$ cat config.mk
export PLATFORM = sky130hd
export DESIGN_NAME = fetch_decode_flat
export DESIGN_NICKNAME = d
export VERILOG_FILES = /design/src/rtl/fetch_decode_if.sv /design/src/rtl/fetch_decode.sv /design/src/flat_wrapper.sv
export SDC_FILE = /design/constraint.sdc
export NUM_CORES = 1
export LEC_CHECK = 0
export BUFFER_PORTS_ARGS = -buffer_cell sky130_fd_sc_hd__buf_2
export CAP_MARGIN = 20
export CORE_ASPECT_RATIO = 0.8
export CORE_MARGIN = 2
export CORE_UTILIZATION = 50
export DETAILED_ROUTE_END_ITERATION = 10
export PLACE_DENSITY = 0.74
export SKIP_LAST_GASP = 1
export SYNTH_ARGS = -nofsm -noshare
export SYNTH_HDL_FRONTEND = slang
export SYNTH_SLANG_ARGS = --single-unit
$ cat constraint.sdc
create_clock -name clk -period 3.15 [get_ports clk]
set_clock_uncertainty 0.15 [all_clocks]
set_input_delay 0.1575 -clock clk [delete_from_list [all_inputs] [get_ports clk]]
set_output_delay 0.1575 -clock clk [all_outputs]
set_load 0.05 [all_outputs]
$ cat src/rtl/fetch_decode_if.sv
// fetch_decode_if
//   Bundles the instruction ROM port and the control-unit (CU) port of
//   fetch_decode.
//   ROM:  rom_address, rom_read_enable (master out), rom_data (master in)
//   CU:   opcode, dest, src (master out), cu_state (master in)
//   master: the fetch/decode sequencer; slave: the ROM and CU side.
interface fetch_decode_if;
  logic [7:0]  rom_address;
  logic        rom_read_enable;
  logic [15:0] rom_data;
  logic [3:0]  opcode;
  logic [5:0]  dest;
  logic [5:0]  src;
  logic [2:0]  cu_state;

  modport master (
    output rom_address, rom_read_enable, opcode, dest, src,
    input  rom_data, cu_state
  );

  modport slave (
    input  rom_address, rom_read_enable, opcode, dest, src,
    output rom_data, cu_state
  );
endinterface

$ cat src/rtl/fetch_decode.sv
// fetch_decode
//   Instruction fetch/decode sequencer. Reads 16-bit words from a ROM,
//   executes NOP/JMP/HALT locally and hands every other opcode to a control
//   unit, waiting for it to report completion (or timing out).
// Ports
//   clk, rst_n      clock, asynchronous active-low reset
//   start           start from pc=0 (honoured only in IDLE and HALT)
//   bus (master)    ROM read port and CU command/status port
//   pc              current program counter
//   busy            high in every state except IDLE and HALT
//   halted          high in HALT
//   timeout_err     sticky, set when the CU fails to finish within TIMEOUT
//   instr_count     saturating count of instructions issued to the CU
//
// state  | meaning
// IDLE   | after reset, waiting for start
// FETCH  | ROM read strobe high, address = pc
// WAIT   | ROM data arrives, captured into ir at end of cycle
// DECODE | ir examined, next step chosen
// ISSUE  | command held on the CU port until done or timeout
// CLEAR  | opcode 0 on the CU port until the CU reports idle
// HALT   | program stopped, waiting for start
module fetch_decode #(
  parameter int unsigned TIMEOUT = 16
) (
  input  logic           clk,
  input  logic           rst_n,
  input  logic           start,
  fetch_decode_if.master bus,
  output logic [7:0]     pc,
  output logic           busy,
  output logic           halted,
  output logic           timeout_err,
  output logic [15:0]    instr_count
);

  localparam logic [2:0] S_IDLE   = 3'd0;
  localparam logic [2:0] S_FETCH  = 3'd1;
  localparam logic [2:0] S_WAIT   = 3'd2;
  localparam logic [2:0] S_DECODE = 3'd3;
  localparam logic [2:0] S_ISSUE  = 3'd4;
  localparam logic [2:0] S_CLEAR  = 3'd5;
  localparam logic [2:0] S_HALT   = 3'd6;

  localparam logic [3:0] OP_NOP  = 4'b0000;
  localparam logic [3:0] OP_RSV  = 4'b1110;
  localparam logic [3:0] OP_JMP  = 4'b1101;
  localparam logic [3:0] OP_HALT = 4'b1111;

  localparam logic [2:0] CU_DONE = 3'b111;
  localparam logic [2:0] CU_IDLE = 3'b000;

  // tcnt holds the number of ISSUE cycles already completed, so the
  // TIMEOUT-th ISSUE cycle is the one where tcnt equals TIMEOUT-1.
  localparam logic [7:0] TCNT_LAST = 8'(TIMEOUT - 1);

  logic [2:0]  state;
  logic [2:0]  state_nxt;
  logic [7:0]  pc_nxt;
  logic [15:0] ir;
  logic [3:0]  ir_op;
  logic [7:0]  tcnt;
  logic        issue_go;
  logic        tmo_hit;

  assign ir_op  = ir[15:12];
  assign busy   = (state != S_IDLE) && (state != S_HALT);
  assign halted = (state == S_HALT);

  always_comb begin
    state_nxt = state;
    pc_nxt    = pc;
    issue_go  = 1'b0;
    tmo_hit   = 1'b0;
    case (state)
      S_IDLE, S_HALT: begin
        if (start) begin
          state_nxt = S_FETCH;
          pc_nxt    = 8'h00;
        end
      end
      S_FETCH:  state_nxt = S_WAIT;
      S_WAIT:   state_nxt = S_DECODE;
      S_DECODE: begin
        case (ir_op)
          OP_NOP, OP_RSV: begin
            state_nxt = S_FETCH;
            pc_nxt    = pc + 8'd1;
          end
          OP_JMP: begin
            state_nxt = S_FETCH;
            pc_nxt    = ir[7:0];
          end
          OP_HALT: state_nxt = S_HALT;
          default: begin
            state_nxt = S_ISSUE;
            issue_go  = 1'b1;
          end
        endcase
      end
      S_ISSUE: begin
        // completion is checked first so it wins over a coincident timeout
        if (bus.cu_state == CU_DONE) begin
          state_nxt = S_CLEAR;
        end else if (tcnt == TCNT_LAST) begin
          state_nxt = S_CLEAR;
          tmo_hit   = 1'b1;
        end
      end
      S_CLEAR: begin
        if (bus.cu_state == CU_IDLE) begin
          state_nxt = S_FETCH;
          pc_nxt    = pc + 8'd1;
        end
      end
      default: state_nxt = S_IDLE;
    endcase
  end

  always_ff @(posedge clk or negedge rst_n) begin
    if (!rst_n) begin
      state               <= S_IDLE;
      pc                  <= 8'h00;
      ir                  <= 16'h0000;
      tcnt                <= 8'h00;
      timeout_err         <= 1'b0;
      instr_count         <= 16'h0000;
      bus.rom_address     <= 8'h00;
      bus.rom_read_enable <= 1'b0;
      bus.opcode          <= 4'h0;
      bus.dest            <= 6'h00;
      bus.src             <= 6'h00;
    end else begin
      state <= state_nxt;
      pc    <= pc_nxt;

      // ROM strobe/address are registered from the next state so they are
      // valid for exactly the FETCH cycle
      bus.rom_read_enable <= (state_nxt == S_FETCH);
      if (state_nxt == S_FETCH) begin
        bus.rom_address <= pc_nxt;
      end

      if (state == S_WAIT) begin
        ir <= bus.rom_data;
      end

      if (issue_go) begin
        bus.opcode <= ir_op;
        bus.dest   <= ir[11:6];
        bus.src    <= ir[5:0];
        tcnt       <= 8'h00;
        if (instr_count != 16'hFFFF) begin
          instr_count <= instr_count + 16'd1;
        end
      end else begin
        if (state_nxt != S_ISSUE) begin
          bus.opcode <= 4'h0;
        end
        if (state == S_ISSUE) begin
          tcnt <= tcnt + 8'd1;
        end
      end

      if (tmo_hit) begin
        timeout_err <= 1'b1;
      end
    end
  end

endmodule

$ cat src/flat_wrapper.sv
// flat-port wrapper written by rule: the top's interface ports become plain ports
module fetch_decode_flat 
#(
  parameter int unsigned TIMEOUT = 16
)
  (clk, rst_n, start, pc, busy, halted, timeout_err, instr_count, bus_rom_address, bus_rom_read_enable, bus_opcode, bus_dest, bus_src, bus_rom_data, bus_cu_state);
  fetch_decode_if bus_i ();
  input  logic clk;
  input  logic rst_n;
  input  logic start;
  output logic [7:0] pc;
  output logic busy;
  output logic halted;
  output logic timeout_err;
  output logic [15:0] instr_count;
  output wire logic [$bits(bus_i.rom_address)-1:0] bus_rom_address;
  output wire logic [$bits(bus_i.rom_read_enable)-1:0] bus_rom_read_enable;
  output wire logic [$bits(bus_i.opcode)-1:0] bus_opcode;
  output wire logic [$bits(bus_i.dest)-1:0] bus_dest;
  output wire logic [$bits(bus_i.src)-1:0] bus_src;
  input wire logic [$bits(bus_i.rom_data)-1:0] bus_rom_data;
  input wire logic [$bits(bus_i.cu_state)-1:0] bus_cu_state;
  assign bus_rom_address = bus_i.rom_address;
  assign bus_rom_read_enable = bus_i.rom_read_enable;
  assign bus_opcode = bus_i.opcode;
  assign bus_dest = bus_i.dest;
  assign bus_src = bus_i.src;
  assign bus_i.rom_data = bus_rom_data;
  assign bus_i.cu_state = bus_cu_state;
  fetch_decode #(.TIMEOUT(TIMEOUT)) u_core (.clk(clk), .rst_n(rst_n), .start(start), .bus(bus_i), .pc(pc), .busy(busy), .halted(halted), .timeout_err(timeout_err), .instr_count(instr_count));
endmodule
Yosys cells after proc, flatten, opt, wreduce, memory -nomap -nowiden
Index checks and enable logic that the tools add are counted.

storage, ports and cells
  output and inout port bits = 52
  input bits = 22
  register bits after elaboration = 77
  word-level logic and storage cells = 60

operators by class
  $add $sub $neg = 3
  reductions and logical operators = 12
  equal/unequal tests = 15
  muxes and demuxes = 19

operators with widths
  operator               number
  $mux 8                 4
  $pmux 8 s3             1
  $pmux 3 s6             1
  $add 16x1->16 const B  1
  $add 8x1->8 const B    2
  $ne 16x16->1 const B   1
  $pmux 8 s2             1
  $eq 3x3->1 const B     4
  $eq 4x4->1 const B     3
  $mux 3                 4
  $eq 8x4->1 const B     1
  $mux 4                 2
  $eq 3x1->1 const B     2
  $eq 3x2->1 const B     2
  $logic_not 3->1        2
  $ne 3x3->1 const B     2
  $pmux 3 s2             1
  $mux 1                 5
  $logic_not 4->1        1
  $reduce_bool 2->1      2
  $reduce_or 2->1        2
  $reduce_or 4->1        1
  $reduce_bool 3->1      1
  $reduce_or 3->1        1
  2 further kinds        2

Depth between registers and ports, before layout
  depth in word-level cells = 7
  mapped depth = 7
  gate-level depth less buffers = 6

Least setup slack after synthesis
Ideal clock, no wire load.

  path type = register to register
  start = reg u_core.instr_count[0]
  end = reg u_core.instr_count[13]
  clock period less this slack = 2363 ps
  buffers on the path = 0
  cell stages (with the launch flop) = 7
  data arrival time = 2067 ps
  slack = 787 ps
  library setup time = 146 ps
  required time = 2854 ps
  cells stage by stage = dfrtp_1 -> ha_1 -> inv_1 -> or4b_2 -> nand4_1 -> nor2_1 -> xor2_1

between the ends
  word-level cells in the longest chain between the ends = 2
  elaborated cells on any way between the ends = 3
  classes of those cells = add/sub (1); eq/ne (1); reduce/logical (1)

ends and longest elaborated chain
  item                                                   RTL line             RTL
  from (decl)                                            fetch_decode.sv:34   output logic [15:0] instr_count
  from (signal assigned)                                 fetch_decode.sv:154  instr_count <= instr_count + 16'd1;
  branches (longest 2 deep; another with $add 16x1->16)  -

Several ways; the timed one is not identified.
A chain may end at the register's enable or synchronous reset.

Worst setup path after layout
  start = reg u_core.state[0]
  end = reg u_core.bus.rom_address[6]

between the ends
  word-level cells in the longest chain between the ends = 4
  elaborated cells on any way between the ends = 15
  classes of those cells = eq/ne (7); mux (6); reduce/logical (2)

ends and longest elaborated chain
  item                                       RTL line                                 RTL
  from (decl)                                fetch_decode.sv:57                       logic [2:0] state;
  from (signal assigned)                     fetch_decode.sv:134                      state <= state_nxt;
  $eq 3x3->1, or another cell as far along   fetch_decode.sv:75                       case (state)
  $reduce_or 2->1 or $mux 3 (tied branches)  fetch_decode.sv:75, fetch_decode.sv:103
  $pmux 3 s6                                 fetch_decode.sv:75
  $eq 3x1->1                                 fetch_decode.sv:140                      if (state_nxt == S_FETCH) begin
  to (signal assigned)                       fetch_decode.sv:141                      bus.rom_address <= pc_nxt;
  to (decl)                                  fetch_decode_if.sv:17                    output rom_address, rom_read_enable, opcode, dest, src,

Several ways; a longest one is shown, not always the timed one.

==> run_results.csv <==
group,metric,value,unit
detailed_routing,detail_route.first_pass.iterations,4,
die,die-width,98.7,µm
sta,max_slew_violation_count,0,
finish,design.final.nets,461,
pwr,cellLeakagePower,2.18,nW
sta,hold_viol,0,
placement,placed_cells,495,
clock_network,cts_setup_buffers,0,
clock_network,htreeDepth,3,
global_route,met1_usage,30.6,%
worst_setup_path,rr_worst_depth,5,
synth,dominantRegCellSynth,"dfrtp_1",
global_route,global_route.peak_usage_layer,"met2",
min_path,hold_path.class,"in -> reg",
detailed_routing,drcViolationCount,0,
synth,post_synth_instance_area,3590,µm²
sta,rsz0062_at_grt,"no",
pwr,vdd_ir_drop_max,683,µV
worst_setup_path,crit_fanout,16,
clock_network,cts.sinks,77,
synth,postSynthRegisterBits,77,
worst_setup_path,r2r-end,"u_core.bus.rom_address[6]",
detailed_routing,post_drt_wl_per_cell,15.0,µm
detailed_routing,routed-via-count,2898,
finish,layout.filler_cells,569,
worst_setup_path,rr_startpoint,"u_core.state[0]",
placement,gp_congestion,0.810,
sta,whs,0.0286,ns
sta,final_setup_violation_count,0,
status,run_status,"finished clean",
worst_setup_path,required_time_of_the_critical_path,3.27,ns
global_route,grt_antenna_before_repair,0,
global_route,groute.layer.met2.usage,32.7,%
min_path,worstHoldEndpoint,"u_core.timeout_err",
sta,slew-limit-headroom,36.7,%
synth,asyncSetResetFlopFracSynth,100,%
die,row_count,27,
synth,synthDominantCellAreaShare,53.7,%
clock_network,path_clk_slew,0.07,ns
synth,yosys.cell_count.top_type,"dfrtp_1",
sta,setup_tns_after_final_layout,0,ns
run,timing.max_cap.violations,0,
placement,detailed_place_hpwl,5.41,mm
finish,area_delta_synth_final,22.5,%
clock_network,clock-root-buffer,"clkbuf_8",
worst_setup_path,worstSetupPathType,"reg -> reg",
detailed_routing,drt-total-wl,7.95,mm
detailed_routing,detailedRoute.firstIterationViolations,211,
worst_setup_path,ff2ff_setup_slack,0.75,ns
synth,sequential_to_total_area_share_from_yosys_stat,53.7,%
worst_setup_path,worst-endpoint-arrival,2.52,ns
synth,synth-edff-count,0,
pwr,total_power,4.47,mW
sta,final.min_clock_period,2.40,ns
clock_network,cts_tree,"done",
pwr,power.density,1020,nW/µm²
synth,synth_nets,370,
die,floorplan.initialDensity,51.8,%
synth,synth.top_cells.by_area,"dfrtp_1 54%, nand2_1 6.6%, mux2_2 6.3%",
synth,ys.warnings.count,0,
sta,maxClockFrequency,0.416,GHz
detailed_routing,final_antenna_net_count,0,
sta,finalCritPeriodShare,76.3,%
global_route,grt_start_max_net_pins,78,
global_route,grt_pass1_vias,2722,
global_route,grt_first_pass_wirelength,13.3,mm
finish,finish.instance_area,4390,µm²
global_route,total_global_routing_overflow,0,
worst_setup_path,startpoint_type_of_the_worst_setup_path,"flop",
clock_network,clock_path_buffers,2,
worst_setup_path,critical_path.endpoint_type,"flop",
sta,worstMarginPinSlew,0.950,ns
global_route,grt_use_total,21.6,%
placement,placed_area,4030,µm²
min_path,min-delay-start,"bus_cu_state[2]",
finish,diodes,0,
synth,post_synth_num_cell_types,57,
die,io-pin-count,74,
clock_network,clock_latency_reported_for_the_late_side_of_the_worst_skew_pair,0.35,ns
die,fp.coreArea,6930,µm²
synth,post_synth.cell_area_avg,10.4,µm²
synth,synth_area_leader_cell,"dfrtp_1",
min_path,worstHoldPathCells,3,
die,floorplan.die_area,7870,µm²
synth,synth.cells.most_frequent,"77 x dfrtp_1, 63 x nand2_1, 23 x nor2_1",
global_route,grt_util_met3,5.69,%
finish,layout-drive-gt1-share,28.6,%
finish,fin_cells,528,
placement,port_buffers,73,
synth,synth_cells,345,
detailed_routing,viasPerCell,5.49,
worst_setup_path,worstSetupStartpoint,"u_core.state[0]",
clock_network,cts-buffers-inserted,9,
die,die_h,79.7,µm
## placed cells by master, fill, tap and decap left out, types with 3 or more instances in the layout
master / count
nand3_1: 12
buf_4: 5
o211ai_1: 5
buf_2: 72
and3_1: 8
a21oi_1: 10
dfrtp_1: 77
ha_1: 3
nor3_1: 8
nor2_1: 23
nand2_1: 63
mux2_2: 20
dlygate4sd3_1: 17
nand4_1: 7
and2_1: 3
a21o_1: 5
a22o_1: 4
inv_1: 6
o21ai_0: 16
xor2_1: 12
xnor2_1: 9
clkbuf_8: 13
## routing by layer
layer / share of wire, % / wire length [µm] / vias up
met5: 0 / 0 / -
met4: 1.6 / 128 / 0
met3: 6.3 / 500 / 15
met2: 45 / 3600 / 93
met1: 47 / 3720 / 1392
li1: - / - / 1398
## how the worst max path moves through the flow
stage,endpoint,cells after the start
after detailed placement,u_core.bus.rom_address[6],5
after global routing,u_core.bus.rom_address[6],5
after global placement,u_core.bus.rom_address[6],5
after floorplan,u_core.instr_count[13],6
after CTS,u_core.bus.rom_address[6],5
final,u_core.bus.rom_address[6],5
## registers in the layout, indices dropped and copies added (netlist names), 3 cells and up
register,flops
u_core.bus.dest,6
u_core.bus.opcode,4
u_core.tcnt,8
u_core.pc,8
u_core.bus.src,6
u_core.ir,16
u_core.state,3
u_core.instr_count,16
u_core.bus.rom_address,8
## power breakdown
part           internal [mW]  switching, mW
Clock                  0.373          0.352
Combinational          0.651           1.40
Sequential              1.33          0.362
## worst max-delay path, cell delays in order, from the launching register on
cell,delay (ns)
dfrtp_1,0.62
nand3b_1,0.25
a211oi_4,0.48
nor2_2,0.12
or4_4,0.54
a31oi_1,0.17
## area by class of cell
class / count / area, µm² / share of cell area [%]
Sequential cell: 77 / 1930 / 43.8
Multi-Input combinational cell: 247 / 1570 / 35.6
Timing Repair Buffer: 94 / 568 / 12.9
Clock buffer: 14 / 183 / 4.16
Tap cell: 87 / 109 / 2.48
Inverter: 7 / 26.3 / 0.598
Clock inverter: 2 / 15.0 / 0.342
## stage by stage
stage,worst slack [ns],utilization (%)
final,0.746,63.5
after global routing,0.594,63.5
after CTS,0.769,63.5
after detailed placement,0.797,58.1
after global placement,0.832,58.1
after floorplan,0.787,-
## logic make-up (layout without fill, tap and decap cells)
group | after synthesis | in the layout | share of synthesized area (%)
AOI/OAI and AO/OA | 58 | 58 | 11.5
xor gates and xnor gates | 21 | 21 | 5.13
adders and majority gates | 3 | 3 | 1.05
buffers and inverters | 21 | 117 | 2.58
DFF | 77 | 77 | 53.7
muxes | 21 | 21 | 6.56
and+or+nand+nor | 144 | 144 | 19.5
## timing repair
action / 4_1_cts / 5_1_grt
endpoints found under the hold margin: 93 / 0
gates resized for setup: 0 / 0
hold buffers: 17 / 0
Note: power is estimated with default switching activity, not from simulation.
